### src/rtl/div_ctrl.sv
`default_nettype none
// ============================================================================
// Module   : div_ctrl
// Purpose  : Issue/completion controller for the RV32M iterative divider.
//            Handles divide corner cases locally, reuses the last result, and
//            returns a tagged result to writeback with valid/ready handshake.
// Revision : 1.0  initial release
// ============================================================================
module div_ctrl #(
    parameter int XLEN     = 32,
    parameter int TAG_W    = 5,
    parameter bit REUSE_EN = 1'b1
) (
    input  logic             clk,
    input  logic             rst,

    input  logic             req_valid,
    output logic             req_ready,
    input  logic [1:0]       req_op,
    input  logic [XLEN-1:0]  req_rs1,
    input  logic [XLEN-1:0]  req_rs2,
    input  logic [TAG_W-1:0] req_tag,

    input  logic             flush,

    output logic             res_valid,
    input  logic             res_ready,
    output logic [XLEN-1:0]  res_data,
    output logic [TAG_W-1:0] res_tag,

    output logic             div_start,
    output logic             div_dividend_signed,
    output logic             div_divisor_signed,
    output logic [XLEN-1:0]  div_dividend,
    output logic [XLEN-1:0]  div_divisor,
    input  logic             div_valid,
    input  logic [XLEN-1:0]  div_quotient,
    input  logic [XLEN-1:0]  div_remainder,
    input  logic             div_div_by_zero
);

    localparam logic [XLEN-1:0] c_MIN_NEG = {1'b1, {(XLEN-1){1'b0}}};

    typedef enum logic [2:0] {
        S_IDLE   = 3'd0,
        S_LAUNCH = 3'd1,
        S_WAIT   = 3'd2,
        S_RESP   = 3'd3,
        S_DRAIN  = 3'd4
    } state_t;

    state_t r_state;
    state_t w_next_state;

    logic            r_op_rem;
    logic            w_accept;
    logic            w_req_signed;
    logic            w_div_zero;
    logic            w_ovf;
    logic            w_hit;
    logic            w_fast;
    logic            w_div_done;
    logic [XLEN-1:0] w_fast_data;

    logic            r_c_valid;
    logic            r_c_signed;
    logic [XLEN-1:0] r_c_rs1;
    logic [XLEN-1:0] r_c_rs2;
    logic [XLEN-1:0] r_c_quo;
    logic [XLEN-1:0] r_c_rem;

    // Zero divisors are resolved here, so the divider's own flag is never needed.
    logic w_unused;
    assign w_unused = div_div_by_zero;

    // ------------------------------------------------------------------------
    // Request classification
    // ------------------------------------------------------------------------
    assign w_accept     = req_valid && req_ready;
    assign w_req_signed = !req_op[0];
    assign w_div_zero   = (req_rs2 == '0);
    assign w_ovf        = w_req_signed && (req_rs1 == c_MIN_NEG) && (req_rs2 == '1);
    assign w_hit        = r_c_valid
                          && (req_rs1 == r_c_rs1)
                          && (req_rs2 == r_c_rs2)
                          && (w_req_signed == r_c_signed);
    assign w_fast       = w_div_zero || w_ovf || w_hit;
    assign w_div_done   = (r_state == S_WAIT) && div_valid && !flush;

    always_comb begin
        w_fast_data = '0;
        if (w_div_zero) begin
            w_fast_data = req_op[1] ? req_rs1 : '1;
        end else if (w_ovf) begin
            w_fast_data = req_op[1] ? '0 : c_MIN_NEG;
        end else if (w_hit) begin
            w_fast_data = req_op[1] ? r_c_rem : r_c_quo;
        end
    end

    // ------------------------------------------------------------------------
    // Control FSM
    // ------------------------------------------------------------------------
    always_ff @(posedge clk or posedge rst) begin
        if (rst) begin
            r_state <= S_IDLE;
        end else begin
            r_state <= w_next_state;
        end
    end

    always_comb begin
        w_next_state = r_state;
        req_ready    = 1'b0;
        res_valid    = 1'b0;
        div_start    = 1'b0;
        case (r_state)
            S_IDLE: begin
                // Held low while reset is asserted so nothing is accepted early.
                req_ready = !flush && !rst;
                if (w_accept) begin
                    w_next_state = w_fast ? S_RESP : S_LAUNCH;
                end
            end
            S_LAUNCH: begin
                if (flush) begin
                    w_next_state = S_IDLE;
                end else begin
                    div_start    = 1'b1;
                    w_next_state = S_WAIT;
                end
            end
            S_WAIT: begin
                // The divider cannot be aborted once started: drain it unless it
                // is completing in this very cycle.
                if (flush) begin
                    w_next_state = div_valid ? S_IDLE : S_DRAIN;
                end else if (div_valid) begin
                    w_next_state = S_RESP;
                end
            end
            S_RESP: begin
                res_valid = !flush;
                if (flush || res_ready) begin
                    w_next_state = S_IDLE;
                end
            end
            S_DRAIN: begin
                if (div_valid) begin
                    w_next_state = S_IDLE;
                end
            end
            default: begin
                w_next_state = S_IDLE;
            end
        endcase
    end

    // ------------------------------------------------------------------------
    // Operand / result registers
    // ------------------------------------------------------------------------
    always_ff @(posedge clk or posedge rst) begin
        if (rst) begin
            r_op_rem            <= 1'b0;
            res_data            <= '0;
            res_tag             <= '0;
            div_dividend        <= '0;
            div_divisor         <= '0;
            div_dividend_signed <= 1'b0;
            div_divisor_signed  <= 1'b0;
        end else begin
            if (w_accept) begin
                r_op_rem            <= req_op[1];
                res_tag             <= req_tag;
                div_dividend        <= req_rs1;
                div_divisor         <= req_rs2;
                div_dividend_signed <= w_req_signed;
                div_divisor_signed  <= w_req_signed;
                if (w_fast) begin
                    res_data <= w_fast_data;
                end
            end
            if (w_div_done) begin
                res_data <= r_op_rem ? div_remainder : div_quotient;
            end
        end
    end

    // ------------------------------------------------------------------------
    // Last-result cache; divider operands are still held when div_valid fires.
    // ------------------------------------------------------------------------
    generate
        if (REUSE_EN) begin : g_cache
            always_ff @(posedge clk or posedge rst) begin
                if (rst) begin
                    r_c_valid  <= 1'b0;
                    r_c_signed <= 1'b0;
                    r_c_rs1    <= '0;
                    r_c_rs2    <= '0;
                    r_c_quo    <= '0;
                    r_c_rem    <= '0;
                end else if (flush) begin
                    r_c_valid <= 1'b0;
                end else if (w_div_done) begin
                    r_c_valid  <= 1'b1;
                    r_c_signed <= div_dividend_signed;
                    r_c_rs1    <= div_dividend;
                    r_c_rs2    <= div_divisor;
                    r_c_quo    <= div_quotient;
                    r_c_rem    <= div_remainder;
                end
            end
        end else begin : g_no_cache
            assign r_c_valid  = 1'b0;
            assign r_c_signed = 1'b0;
            assign r_c_rs1    = '0;
            assign r_c_rs2    = '0;
            assign r_c_quo    = '0;
            assign r_c_rem    = '0;
        end
    endgenerate

endmodule
`default_nettype wire

### config.mk
export PLATFORM = sky130hd
export DESIGN_NAME = div_ctrl
export DESIGN_NICKNAME = d
export VERILOG_FILES = /design/src/rtl/div_ctrl.sv
export SDC_FILE = /design/constraint.sdc
export NUM_CORES = 1
export LEC_CHECK = 0
export BUFFER_PORTS_ARGS = -buffer_cell sky130_fd_sc_hd__buf_2
export CAP_MARGIN = 20
export CORE_UTILIZATION = 55
export CTS_CLUSTER_DIAMETER = 120
export DETAILED_ROUTE_END_ITERATION = 10
export PLACE_DENSITY = 0.81
export SLEW_MARGIN = 5
export SYNTH_ARGS = -nofsm -noshare
export SYNTH_HDL_FRONTEND = slang
export SYNTH_SLANG_ARGS = --single-unit
export TNS_END_PERCENT = 1
### constraint.sdc
create_clock -name clk -period 12.6 [get_ports clk]
set_input_delay 2.52 -clock clk [delete_from_list [all_inputs] [get_ports clk]]
set_output_delay 2.52 -clock clk [all_outputs]
set_load 0.01 [all_outputs]
-- Word-level counts from Yosys, hierarchy flattened
Index checks and enable logic that the tools add are counted.
- multiplexer cells: 25
- shifts and indexed selects: 0
- add/sub/neg operators: 0
- div/mod/pow operators: 0
- multiply operators: 0
- magnitude comparators: 0
- bitwise gates (word level): 1
- reductions and logical operators: 23
- eq/ne operators: 13
- operators with widths (operator ; number):
    $mux W32 ; 10
    $eq A32 B32 Y1 ; 2
    $eq A32 B32 Y1 const B ; 2
    $logic_not A32 Y1 ; 1
    $mux W3 ; 6
    $pmux W3 S5 ; 1
    $logic_and A1 B1 Y1 ; 9
    $eq A3 B2 Y1 const B ; 2
    $mux W1 ; 6
    $ne A2 B2 Y1 const B ; 3
    $reduce_bool A2 Y1 ; 3
    $mux W2 ; 2
    $reduce_and A2 Y1 ; 2
    $reduce_and A4 Y1 ; 1
    $eq A3 B1 Y1 const B ; 1
    $eq A3 B3 Y1 const B ; 1
    $logic_not A1 Y1 ; 3
    $logic_not A3 Y1 ; 1
    $logic_or A1 B1 Y1 ; 3
    $ne A3 B3 Y1 const B ; 1
    $eq A1 B1 Y1 ; 1
    $not A1 Y1 ; 1
- word-level logic and storage cells: 75
- output and inout bits: 106
- RAM bits: 0
- register bits after elaboration: 236
- ROM bits: 0
- bits in latches: 0
- memories kept: 0

-- Longest topological paths before layout
Gate-level depths: netlist of the first run.
- word-level depth: 10
- gate-level depth with buffers: 9
- gate-level depth less buffers: 7

-- Worst setup path before layout of the first run
Ideal clock, no wire load.
- kind: input-to-output
- start point: in flush
- end point: out req_ready
- data arrival time: 3065 ps
- stages: 2
- setup slack: 7015 ps
- path through: nor2_1 > nor4b_2
- word-level cells in the longest chain between the ends: 3
- ends and longest elaborated chain (what ; line ; text):
    start: declaration ; 24 ; input logic flush,
    $logic_not A1 Y1 ; 120 ; req_ready = !flush && !rst;
    $logic_and A1 B1 Y1 ; 120 ;
    $mux W1 ; 117 ; case (r_state)
    end: declaration ; 18 ; output logic req_ready,
Every way passes these cells.

-- Worst setup path after layout of the first run
Same ends and word-level chain as after synthesis.

==> results of run 1 <==
[worst max-delay path by stage]
stage                     depth (start not counted)  slack, ps                     endpoint
after floorplan                                   1       3610  div_dividend[0]$_DFFE_PP0P_
after global placement                            4       6580                    req_ready
final                                             4       6540                    req_ready
after CTS                                         4       6540                    req_ready
after global routing                              4       6400                    req_ready
after detailed placement                          4       6550                    req_ready
[worst max-delay path, delay by kind of cell]
| family | cells | cell delay, ps |
|---|---|---|
| AND/OR/NAND/NOR | 2 | 670 |
| buffers and inverters | 2 | 350 |
[sequential cells by signal (all words and copies together), names as in the netlist]
signal,cells
r_op_rem,1
r_c_valid,1
r_c_rem,32
res_data,32
r_c_signed,1
r_c_quo,32
div_divisor_signed,1
res_tag,5
r_c_rs2,32
r_c_rs1,32
div_divisor,32
r_state,3
div_dividend,32
[layout make-up]
cell class / count / area (um^2) / share of cell area, %
clock inverter: 8 / 95.1 / 0.692
timing repair buffer: 257 / 1330 / 9.71
antenna: 2 / 5.00 / 0.0364
tap: 270 / 338 / 2.46
multi-input combinational: 963 / 5180 / 37.7
clock buffer: 40 / 805 / 5.85
sequential: 236 / 5910 / 43.0
inverter: 19 / 78.8 / 0.574
[routing by layer]
metal,track usage (%),vias to the layer above
met5,0,-
met4,13.5,4
met1,42.8,4848
li1,-,4660
met3,6.66,78
met2,49.5,430
[where the power goes]
group          leakage, nW  total (mW)  internal [mW]  switching [mW]
registers             3.01        1.21           1.02           0.192
clock network        0.440       0.787          0.479           0.308
logic                 3.77       0.690          0.328           0.362
[placed cells by master (no fill, tap or decap), types with 2 or more instances in the layout]
master	Yosys	final
mux2i_1	33	33
inv_1	19	18
diode_2	0	2
o221ai_1	3	3
o22ai_1	4	4
nor4_1	22	22
a2bb2oi_2	29	29
clkinv_2	0	4
a31oi_1	31	31
nor4b_1	2	2
clkinvlp_4	0	2
o21ai_1	32	32
a22o_1	2	2
a2111o_1	2	2
clkbuf_1	64	5
mux2_2	32	32
nor2b_1	8	8
or4_1	2	2
o21ai_0	19	19
clkbuf_8	0	8
nand2b_1	29	29
a2bb2oi_1	2	2
nand4_1	14	14
nor2_1	37	36
buf_2	6	246
xnor2_1	25	25
xor2_1	23	23
buf_4	1	10
nor3_1	3	3
nand2_1	580	579
dfrtp_1	236	235
bufinv_16	0	2
nand3_1	6	6
clkbuf_16	0	27
o211ai_1	2	2
[cells in the mapped netlist (2+ instances only)]
library cell	instances
a2111o_1	2
a22o_1	2
a2bb2oi_1	2
a2bb2oi_2	29
a31oi_1	31
and2_1	2
buf_1	3
buf_2	6
buf_8	3
clkbuf_1	64
dfrtp_1	236
inv_1	19
mux2_2	32
mux2i_1	33
nand2_1	580
nand2b_1	29
nand3_1	6
nand4_1	14
nor2_1	37
nor2b_1	8
nor3_1	3
nor4_1	22
nor4b_1	2
o211ai_1	2
o21ai_0	19
o21ai_1	32
o221ai_1	3
o22ai_1	4
or4_1	2
xnor2_1	25
xor2_1	23
[per-stage QoR]
| stage | total power, mW | std cells |
|---|---|---|
| final | 2.69 | 1795 |
| after global routing | 2.83 | 1795 |
| after CTS | 2.69 | 1792 |
| after detailed placement | 1.90 | 1744 |
| after global placement | 1.86 | 1744 |
| after floorplan | 1.62 | 1295 |
[cells by family after synthesis]
logic type | after synthesis | share of synthesized area, %
compound gates | 133 | 9.36
xor+xnor | 48 | 3.66
buf+inv | 96 | 3.53
flops | 236 | 51.4
mux | 65 | 6.01
simple gates | 717 | 26.0
==> impl_metrics.py, run 1 <==
metrics = {
    "status": {
        "outcome": "finished clean",
    },
    "timing": {
        "hold_ws_ps": 472,
        "rsz0062_at_grt": "false",
        "fin_setup_tns_ps": 0,
        "tightest_slew_ps": 1110,
        "min_period_over_period_pct": 48.1,
        "fin_crit_ps": 6060,
        "timing.fmax_mhz": 165,
        "setup_violations": 0,
        "fin_ws_ps": 6540,
        "relSlewSlack_pct": 26.3,
        "drv_slew": 0,
        "fin_skew_ps": 7.55,
        "final-hold-violation-count": 0,
    },
    "floorplan": {
        "start_util_pct": 56.4,
        "rows": 52,
        "die_height_um": 146,
        "die_area_um2": 21500,
        "core_area_um2": 20400,
        "die_w_um": 146,
        "io_pins": 248,
    },
    "synth": {
        "yosys.area.top_type": "dfrtp_1",
        "ys_types": 51,
        "yosysWarnings": 0,
        "ys_ff_latch": 236,
        "seq_area_frac_synth_pct": 51.4,
        "synthesis.nets": 1437,
        "synth-edff-count": 0,
        "synth_cells": 1295,
        "synth_top_area_share_pct": 51.4,
        "synthArstFlopShare_pct": 100,
        "synthTopCellsByArea": "dfrtp_1 (51%), nand2_1 (19%), a2bb2oi_2 (3.8%), mux2_2 (3.1%), mux2i_1 (2.9%)",
        "synth_ff_type": "dfrtp_1",
        "syn_area_um2": 11500,
        "syn_avg_cell_area_um2": 8.87,
    },
    "grt": {
        "grt_usage_pct": 31.7,
        "grt_pass1_vias": 9719,
        "grt_pass1_wl_mm": 53.1,
        "antenna_found_initial": 5,
        "grt_overflow": 0,
        "grt_max_degree": 160,
    },
    "layout": {
        "post-route-util_pct": 67.5,
        "stdcell_area_um2": 13700,
        "fillers": 1636,
        "synthToLayoutAreaGrowth_pct": 19.7,
        "layout-drive-gt1-share_pct": 24.6,
        "finish.net_count": 1645,
    },
    "clocking": {
        "htree_levels": 1,
        "cts_tree": "yes",
        "cts_buffers": 26,
        "holdBufCountCts": 0,
        "ctsResizeCount": 0,
        "post_cts_buffers": 0,
        "cts_sinks": 236,
        "cts_root_buf": "clkbuf_16",
        "clk_pin_slew_worst_paths_ps": 60,
        "clockBufferDepth": 3,
        "clk_latency_ps": 520,
    },
    "route": {
        "drtAntennaViolNets": 0,
        "vias": 10020,
        "routed_wl_mm": 33.6,
        "wl_met2_mm": 15.5,
        "firstDrtPassIters": 5,
        "vias_per_cell": 5.58,
        "wl_met3_mm": 2.80,
        "highest_layer": "met5",
        "wl_met1_mm": 13.8,
        "remaining_drc_errors": 0,
        "first_iter_violations": 717,
        "avgRoutedWirePerCell_um": 18.7,
    },
    "worst_hold_path": {
        "hp-class": "reg2reg",
        "min_path_cells": 2,
        "min_to": "r_c_rem[0]$_DFFE_PP0P_",
        "worstHoldStart": "r_c_rem[0]$_DFFE_PP0P_",
    },
    "worst_setup_path": {
        "ff2ff_path_depth": 8,
        "worstSetupPathType": "in2out",
        "arrival_ps": 3540,
        "end_kind": "output port",
        "cp.required_ps": 10080,
        "r2r_start": "r_state[2]$_DFFE_PP0P_",
        "critPathLaunchType": "input pin",
        "worst_path_largest_cell_delay_ps": 460,
        "crit_top_cell": "buf_2",
        "crit_fanout": 4,
        "regToRegSetupSlack_ps": 9490,
        "slowest_stage": "nor4b_2",
        "worst_r2r_endpoint": "res_data[31]$_DFFE_PP0P_",
        "path_cells": "buf_2 > nor2_1 > nor4b_2 > buf_2",
        "cp-startpoint": "flush",
    },
    "run": {
        "cap_violations": 0,
    },
    "placement": {
        "placed_area_um2": 12800,
        "finalWeightedCongestion": 0.912,
        "hpwl_mm": 22.4,
        "pre_cts_ws_ps": 6550,
        "port_buffers": 246,
    },
    "pwr": {
        "irDropWorstVdd_mv": 0.131,
        "powerDensity_nw_per_um2": 195,
        "power_leakage_nw": 7.21,
    },
}
No activity file was read; power rests on OpenSTA's default activity.
==> inputs of run 2 (changes only) <==
==> constraint.sdc (replaced) <==
create_clock -name clk -period 5.72 [get_ports clk]
set_input_delay 1.144 -clock clk [delete_from_list [all_inputs] [get_ports clk]]
set_output_delay 1.144 -clock clk [all_outputs]
set_load 0.01 [all_outputs]
==> run 2 against run 1 <==
Clock-buffer cell count rose by 1. Combinational power increased by 120%. Wire length about the same. Critical path depth rose by 5. Clock power up 100%. Utilization shrank 0.41 points. Sequential cell count is the same. Via count grew 0.64%. Largest cell class unchanged.
==> impl_metrics.py, run 2 (synthesized netlist as in run 1, its figures left out) <==
metrics = {
    "pwr": {
        "irDropWorstVdd_mv": 0.284,
        "powerDensity_nw_per_um2": 424,
        "power_leakage_nw": 7.17,
    },
    "floorplan": {
        "rows": 52,
        "die_area_um2": 21500,
        "die_w_um": 146,
        "core_area_um2": 20400,
        "die_height_um": 146,
        "io_pins": 248,
        "start_util_pct": 56.4,
    },
    "worst_setup_path": {
        "cpLargestDelayFamily": "simple AND/OR/NAND/NOR gates",
        "worstSetupPathType": "in2reg",
        "slowest_stage": "or4b_1",
        "end_kind": "flop",
        "crit_buf_inv": 2,
        "crit_fanout": 32,
        "critPathLaunchType": "input pin",
        "arrival_ps": 3830,
        "cp.required_ps": 6160,
        "path_cells": "buf_2 > or4b_1 > nor4_1 > nand3_1 > o21bai_4 > a21oi_2 > buf_4 > nand2_4 > a2bb2oi_1",
        "worst_path_largest_cell_delay_ps": 530,
    },
    "status": {
        "outcome": "finished clean",
    },
    "clocking": {
        "cts_buffers": 26,
        "post_cts_buffers": 0,
        "cts_tree": "yes",
        "cts_sinks": 236,
        "clk_latency_ps": 530,
        "cts_root_buf": "clkbuf_16",
        "htree_levels": 1,
        "clockBufferDepth": 3,
        "clk_pin_slew_worst_paths_ps": 60,
        "holdBufCountCts": 0,
        "ctsResizeCount": 0,
    },
    "timing": {
        "relSlewSlack_pct": 25.8,
        "tightest_slew_ps": 1110,
        "drv_slew": 0,
        "fin_crit_ps": 3380,
        "min_period_over_period_pct": 59.2,
        "fin_setup_tns_ps": 0,
        "timing.fmax_mhz": 295,
        "rsz0062_at_grt": "false",
        "final-hold-violation-count": 0,
        "fin_skew_ps": 14.2,
        "setup_violations": 0,
    },
    "worst_hold_path": {
        "hp-class": "reg2reg",
    },
    "route": {
        "first_iter_violations": 677,
        "remaining_drc_errors": 0,
        "firstDrtPassIters": 5,
        "drtAntennaViolNets": 0,
        "vias_per_cell": 5.63,
        "avgRoutedWirePerCell_um": 18.7,
        "routed_wl_mm": 33.6,
        "vias": 10084,
    },
    "grt": {
        "grt_max_degree": 149,
        "grt_pass1_wl_mm": 52.7,
        "grt_overflow": 0,
        "grt_pass1_vias": 9866,
        "antenna_found_initial": 3,
        "grt_usage_pct": 31.4,
    },
    "run": {
        "cap_violations": 0,
    },
    "layout": {
        "stdcell_area_um2": 13700,
        "finish.net_count": 1645,
        "layout_commonest_cell": "nand2_1",
        "layout-drive-gt1-share_pct": 24.2,
        "post-route-util_pct": 67.1,
        "synthToLayoutAreaGrowth_pct": 19.0,
        "stdcell_count": 1792,
        "fillers": 1622,
        "layout_common_cells": "nand2_1 (579), buf_2 (246), dfrtp_1 (235)",
    },
    "placement": {
        "placed_area_um2": 12800,
        "port_buffers": 246,
        "dp.cells": 1745,
        "finalWeightedCongestion": 0.954,
        "hpwl_mm": 22.6,
    },
}
run 2: cell count changes in the layout (fill, tap and decap cells not counted), sizes merged:
cell,change
clkbuf,+1
clkinvlp,-1
inv,-1
diode,+1
bufinv,-2
clkinv,-1
run 2: per-stage QoR:
stage	worst slack [ps]	hold WS (ps)	power (mW)
finish	2340	471	5.79
floorplan	1480	440	3.57
global placement	1870	451	4.11
detailed placement	1850	459	4.20
global route	2200	489	6.09
CTS	2380	473	5.81
run 2: area by class of cell:
type | count | area (um^2) | share of cell area [%]
clock buffer | 41 | 798 | 5.84
tap | 270 | 338 | 2.47
multi-input combinational | 963 | 5180 | 37.9
clock inverter | 3 | 15.0 | 0.110
inverter | 19 | 75.1 | 0.550
timing repair buffer | 257 | 1340 | 9.80
antenna | 3 | 7.51 | 0.0550
sequential | 236 | 5910 | 43.2
run 2: where the power goes:
part           switching (mW)  total, mW  internal, mW
clock network           0.663       1.61         0.946
logic                   0.796       1.52         0.724
registers               0.421       2.66          2.24
run 2: metal layers:
layer  up-vias  routed length (um)  global-route usage (%)
met5         -                  16                       0
met4         2                1330                    12.7
met3        96                2560                    5.56
met2       423               15600                    50.0
met1      4905               14100                    42.6
li1       4658                   -                       -
run 2: path summary, 6_finish.rpt:
check / start / to / slack [ps] / cells past startpoint
max: req_rs1[0] / res_data[30]$_DFFE_PP0P_ / 2340 / 9
min: res_tag[3]$_DFFE_PP0P_ / res_tag[3]$_DFFE_PP0P_ / 470 / 2
max reg2reg: r_state[2]$_DFFE_PP0P_ / res_data[5]$_DFFE_PP0P_ / 2750 / 9
min reg2reg: res_tag[3]$_DFFE_PP0P_ / res_tag[3]$_DFFE_PP0P_ / 470 / 2
max in group asynchronous: rst / r_c_rs1[0]$_DFFE_PP0P_ / 3740 / 3
min in group asynchronous: rst / res_data[29]$_DFFE_PP0P_ / 740 / 2
run 2: worst register-to-register path: cells and delay by family, from the launching register on:
family | cells | cell delay (ps)
AO/OA/AOI/OAI | 2 | 350
buffers and inverters | 2 | 830
flip-flops | 1 | 410
AND/OR/NAND/NOR | 5 | 1270
==> inputs of run 3 (changes only) <==
--- a/config.mk
+++ b/config.mk
@@ -5,12 +5,13 @@
 export SDC_FILE = /design/constraint.sdc
 export NUM_CORES = 1
 export LEC_CHECK = 0
+export ABC_AREA = 1
 export BUFFER_PORTS_ARGS = -buffer_cell sky130_fd_sc_hd__buf_2
 export CAP_MARGIN = 20
 export CORE_UTILIZATION = 55
 export CTS_CLUSTER_DIAMETER = 120
 export DETAILED_ROUTE_END_ITERATION = 10
-export PLACE_DENSITY = 0.81
+export PLACE_DENSITY = 0.8
 export SLEW_MARGIN = 5
 export SYNTH_ARGS = -nofsm -noshare
 export SYNTH_HDL_FRONTEND = slang
==> constraint.sdc (replaced) <==
create_clock -name clk -period 3.3 [get_ports clk]
set_input_delay 0.66 -clock clk [delete_from_list [all_inputs] [get_ports clk]]
set_output_delay 0.66 -clock clk [all_outputs]
set_load 0.01 [all_outputs]
==> run 3 against run 2 <==
Die area increased by 5.5%. Final cell count increased by 21%. Area after synthesis increased by 5.6%. Clock skew decreased by 2.2 ps. Critical endpoint is now res_data[8]$_DFFE_PP0P_.
==> impl_metrics.py, run 3 <==
metrics = {
    "status": {
        "outcome": "finished clean",
    },
    "worst_setup_path": {
        "worstSetupPathType": "reg2reg",
        "regToRegSetupSlack_ps": 970,
        "worst_r2r_endpoint": "res_data[8]$_DFFE_PP0P_",
        "cp-startpoint": "r_state[2]$_DFFE_PP0P_",
        "critPathLaunchType": "flop",
        "end_kind": "flop",
        "crit_fanout": 99,
        "cp.required_ps": 3760,
        "crit_end": "res_data[8]$_DFFE_PP0P_",
        "r2r_start": "r_state[2]$_DFFE_PP0P_",
        "ff2ff_path_depth": 12,
        "arrival_ps": 2800,
    },
    "timing": {
        "final-hold-violation-count": 0,
        "fin_skew_ps": 11.9,
        "rsz0062_at_grt": "false",
        "fin_crit_ps": 2330,
        "drv_slew": 0,
        "relSlewSlack_pct": 32.9,
        "setup_violations": 0,
        "timing.fmax_mhz": 429,
        "tightest_slew_ps": 1010,
        "min_period_over_period_pct": 70.7,
    },
    "clocking": {
        "ctsResizeCount": 0,
        "htree_levels": 1,
        "holdBufCountCts": 0,
        "cts_tree": "yes",
        "clk_latency_ps": 530,
        "cts_buffers": 25,
        "clk_pin_slew_worst_paths_ps": 60,
        "post_cts_buffers": 0,
        "clockBufferDepth": 3,
        "cts_sinks": 236,
        "cts_root_buf": "clkbuf_16",
    },
    "synth": {
        "seq_area_frac_synth_pct": 48.7,
        "synthesis.nets": 1797,
        "synthTopCellsByCount": "nand2_1 (708), dfrtp_1 (236), o21ai_0 (192), inv_1 (153), nor2_1 (66)",
        "syn_avg_cell_area_um2": 7.33,
        "yosys.area.top_type": "dfrtp_1",
        "synth_top_area_share_pct": 48.7,
        "synth_ff_type": "dfrtp_1",
        "syn_area_um2": 12100,
        "synth-edff-count": 0,
        "synthArstFlopShare_pct": 100,
        "synthTopCellsByArea": "dfrtp_1 (49%), nand2_1 (22%), o21ai_0 (7.9%), inv_1 (4.7%), nor2_1 (2.0%)",
        "ys_ff_latch": 236,
        "yosysWarnings": 0,
        "ys_types": 35,
        "synth.most_common_cell": "nand2_1",
        "synth_cells": 1655,
    },
    "placement": {
        "finalWeightedCongestion": 0.896,
        "port_buffers": 246,
        "hpwl_mm": 22.5,
        "placed_area_um2": 13500,
    },
    "layout": {
        "finish.net_count": 2002,
        "stdcell_area_um2": 14400,
        "synthToLayoutAreaGrowth_pct": 18.5,
        "fillers": 1820,
        "layout_common_cells": "nand2_1 (707), buf_2 (246), dfrtp_1 (236)",
        "layout_commonest_cell": "nand2_1",
        "layout-drive-gt1-share_pct": 19.5,
        "post-route-util_pct": 67.5,
    },
    "grt": {
        "grt_pass1_wl_mm": 52.1,
        "grt_max_degree": 220,
        "antenna_found_initial": 5,
        "grt_pass1_vias": 10255,
        "grt_overflow": 0,
        "grt_usage_pct": 29.4,
    },
    "route": {
        "vias_per_cell": 5.27,
        "routed_wl_mm": 33.1,
        "firstDrtPassIters": 5,
        "first_iter_violations": 922,
        "avgRoutedWirePerCell_um": 15.3,
        "remaining_drc_errors": 0,
        "drtAntennaViolNets": 0,
        "vias": 11387,
    },
    "floorplan": {
        "io_pins": 248,
        "core_area_um2": 21300,
        "die_w_um": 150,
        "start_util_pct": 57.0,
        "rows": 53,
        "die_height_um": 150,
        "die_area_um2": 22600,
    },
    "pwr": {
        "clkPwrFrac_pct": 26.8,
        "power_leakage_nw": 7.87,
        "p_switching_mw": 4.04,
        "p_total_mw": 11.3,
        "switching_share_pct": 35.9,
        "p_int_mw": 7.22,
        "pwr-share-comb_pct": 30.0,
        "irDropWorstVdd_mv": 0.398,
        "powerDensity_nw_per_um2": 784,
        "pwr-share-seq_pct": 43.2,
    },
    "worst_hold_path": {
        "hp-class": "in2async",
    },
    "run": {
        "cap_violations": 0,
    },
}
==> run 3: worst min path at each step <==
stage	start	endpoint	slack (ps)	cells after the start
after floorplan	r_c_rem[31]$_DFFE_PP0P_	r_c_rem[31]$_DFFE_PP0P_	440	2
after global placement	r_c_quo[20]$_DFFE_PP0P_	r_c_quo[20]$_DFFE_PP0P_	450	2
after detailed placement	r_c_quo[21]$_DFFE_PP0P_	r_c_quo[21]$_DFFE_PP0P_	460	2
after CTS	rst	r_c_rs2[22]$_DFFE_PP0P_	250	2
after global routing	rst	r_c_rs2[22]$_DFFE_PP0P_	280	2
final	rst	r_c_rs2[22]$_DFFE_PP0P_	250	2
==> run 3: layout make-up <==
cell class | instances | area, um^2 | share of cell area [%]
timing repair buffer | 260 | 1400 | 9.74
clock inverter | 11 | 159 | 1.11
multi-input combinational | 1151 | 5100 | 35.5
clock buffer | 35 | 723 | 5.04
tap | 275 | 344 | 2.40
inverter | 186 | 716 | 4.98
antenna | 6 | 15.0 | 0.105
sequential | 236 | 5910 | 41.1
==> run 3: critical path, cell delays in order (launching register included) <==
cell,delay (ps)
dfrtp_1,400
inv_1,120
nand2_1,100
nor2_1,120
inv_2,70
nor2_4,130
clkinv_2,170
buf_12,250
nand3_4,170
nand2_8,190
clkinv_8,240
nand3_1,140
nand2_1,90
==> run 3: cell families after synthesis <==
logic type / Yosys count / synth area share (%)
DFF: 236 / 48.7
muxes: 1 / 0.0826
and+or+nand+nor: 862 / 28.9
AOI/OAI and AO/OA: 274 / 12.0
xor gates and xnor gates: 14 / 1.01
buffers and inverters: 268 / 9.28
==> run 3: routing by layer <==
layer	share of wire [%]	wire length, um	GRT usage [%]	up-vias
met5	0.042	14	0	-
met4	3.4	1120	11.3	2
met3	7.3	2430	4.30	76
met2	46	15100	45.6	447
met1	44	14500	41.6	5287
li1	-	-	-	5575
==> run 3: power by group through the flow <==
stage	Combinational [mW]	Sequential (mW)	Clock, mW
floorplan	2.04	4.96	0
global placement	3.24	4.82	0
detailed placement	3.37	4.88	0
CTS	3.40	4.85	3.04
global route	3.86	5.00	3.17
finish	3.38	4.87	3.02
==> run 3: per-stage QoR <==
step	hold slack (ps)	cells	worst slack, ps	TNS (ps)
2_1_floorplan	442	1655	-452	-106640
3_3_place_gp	454	2108	696	0
3_5_place_dp	460	2108	642	0
4_1_cts	251	2154	1000	0
5_1_grt	276	2158	818	0
6_report	246	2160	968	0
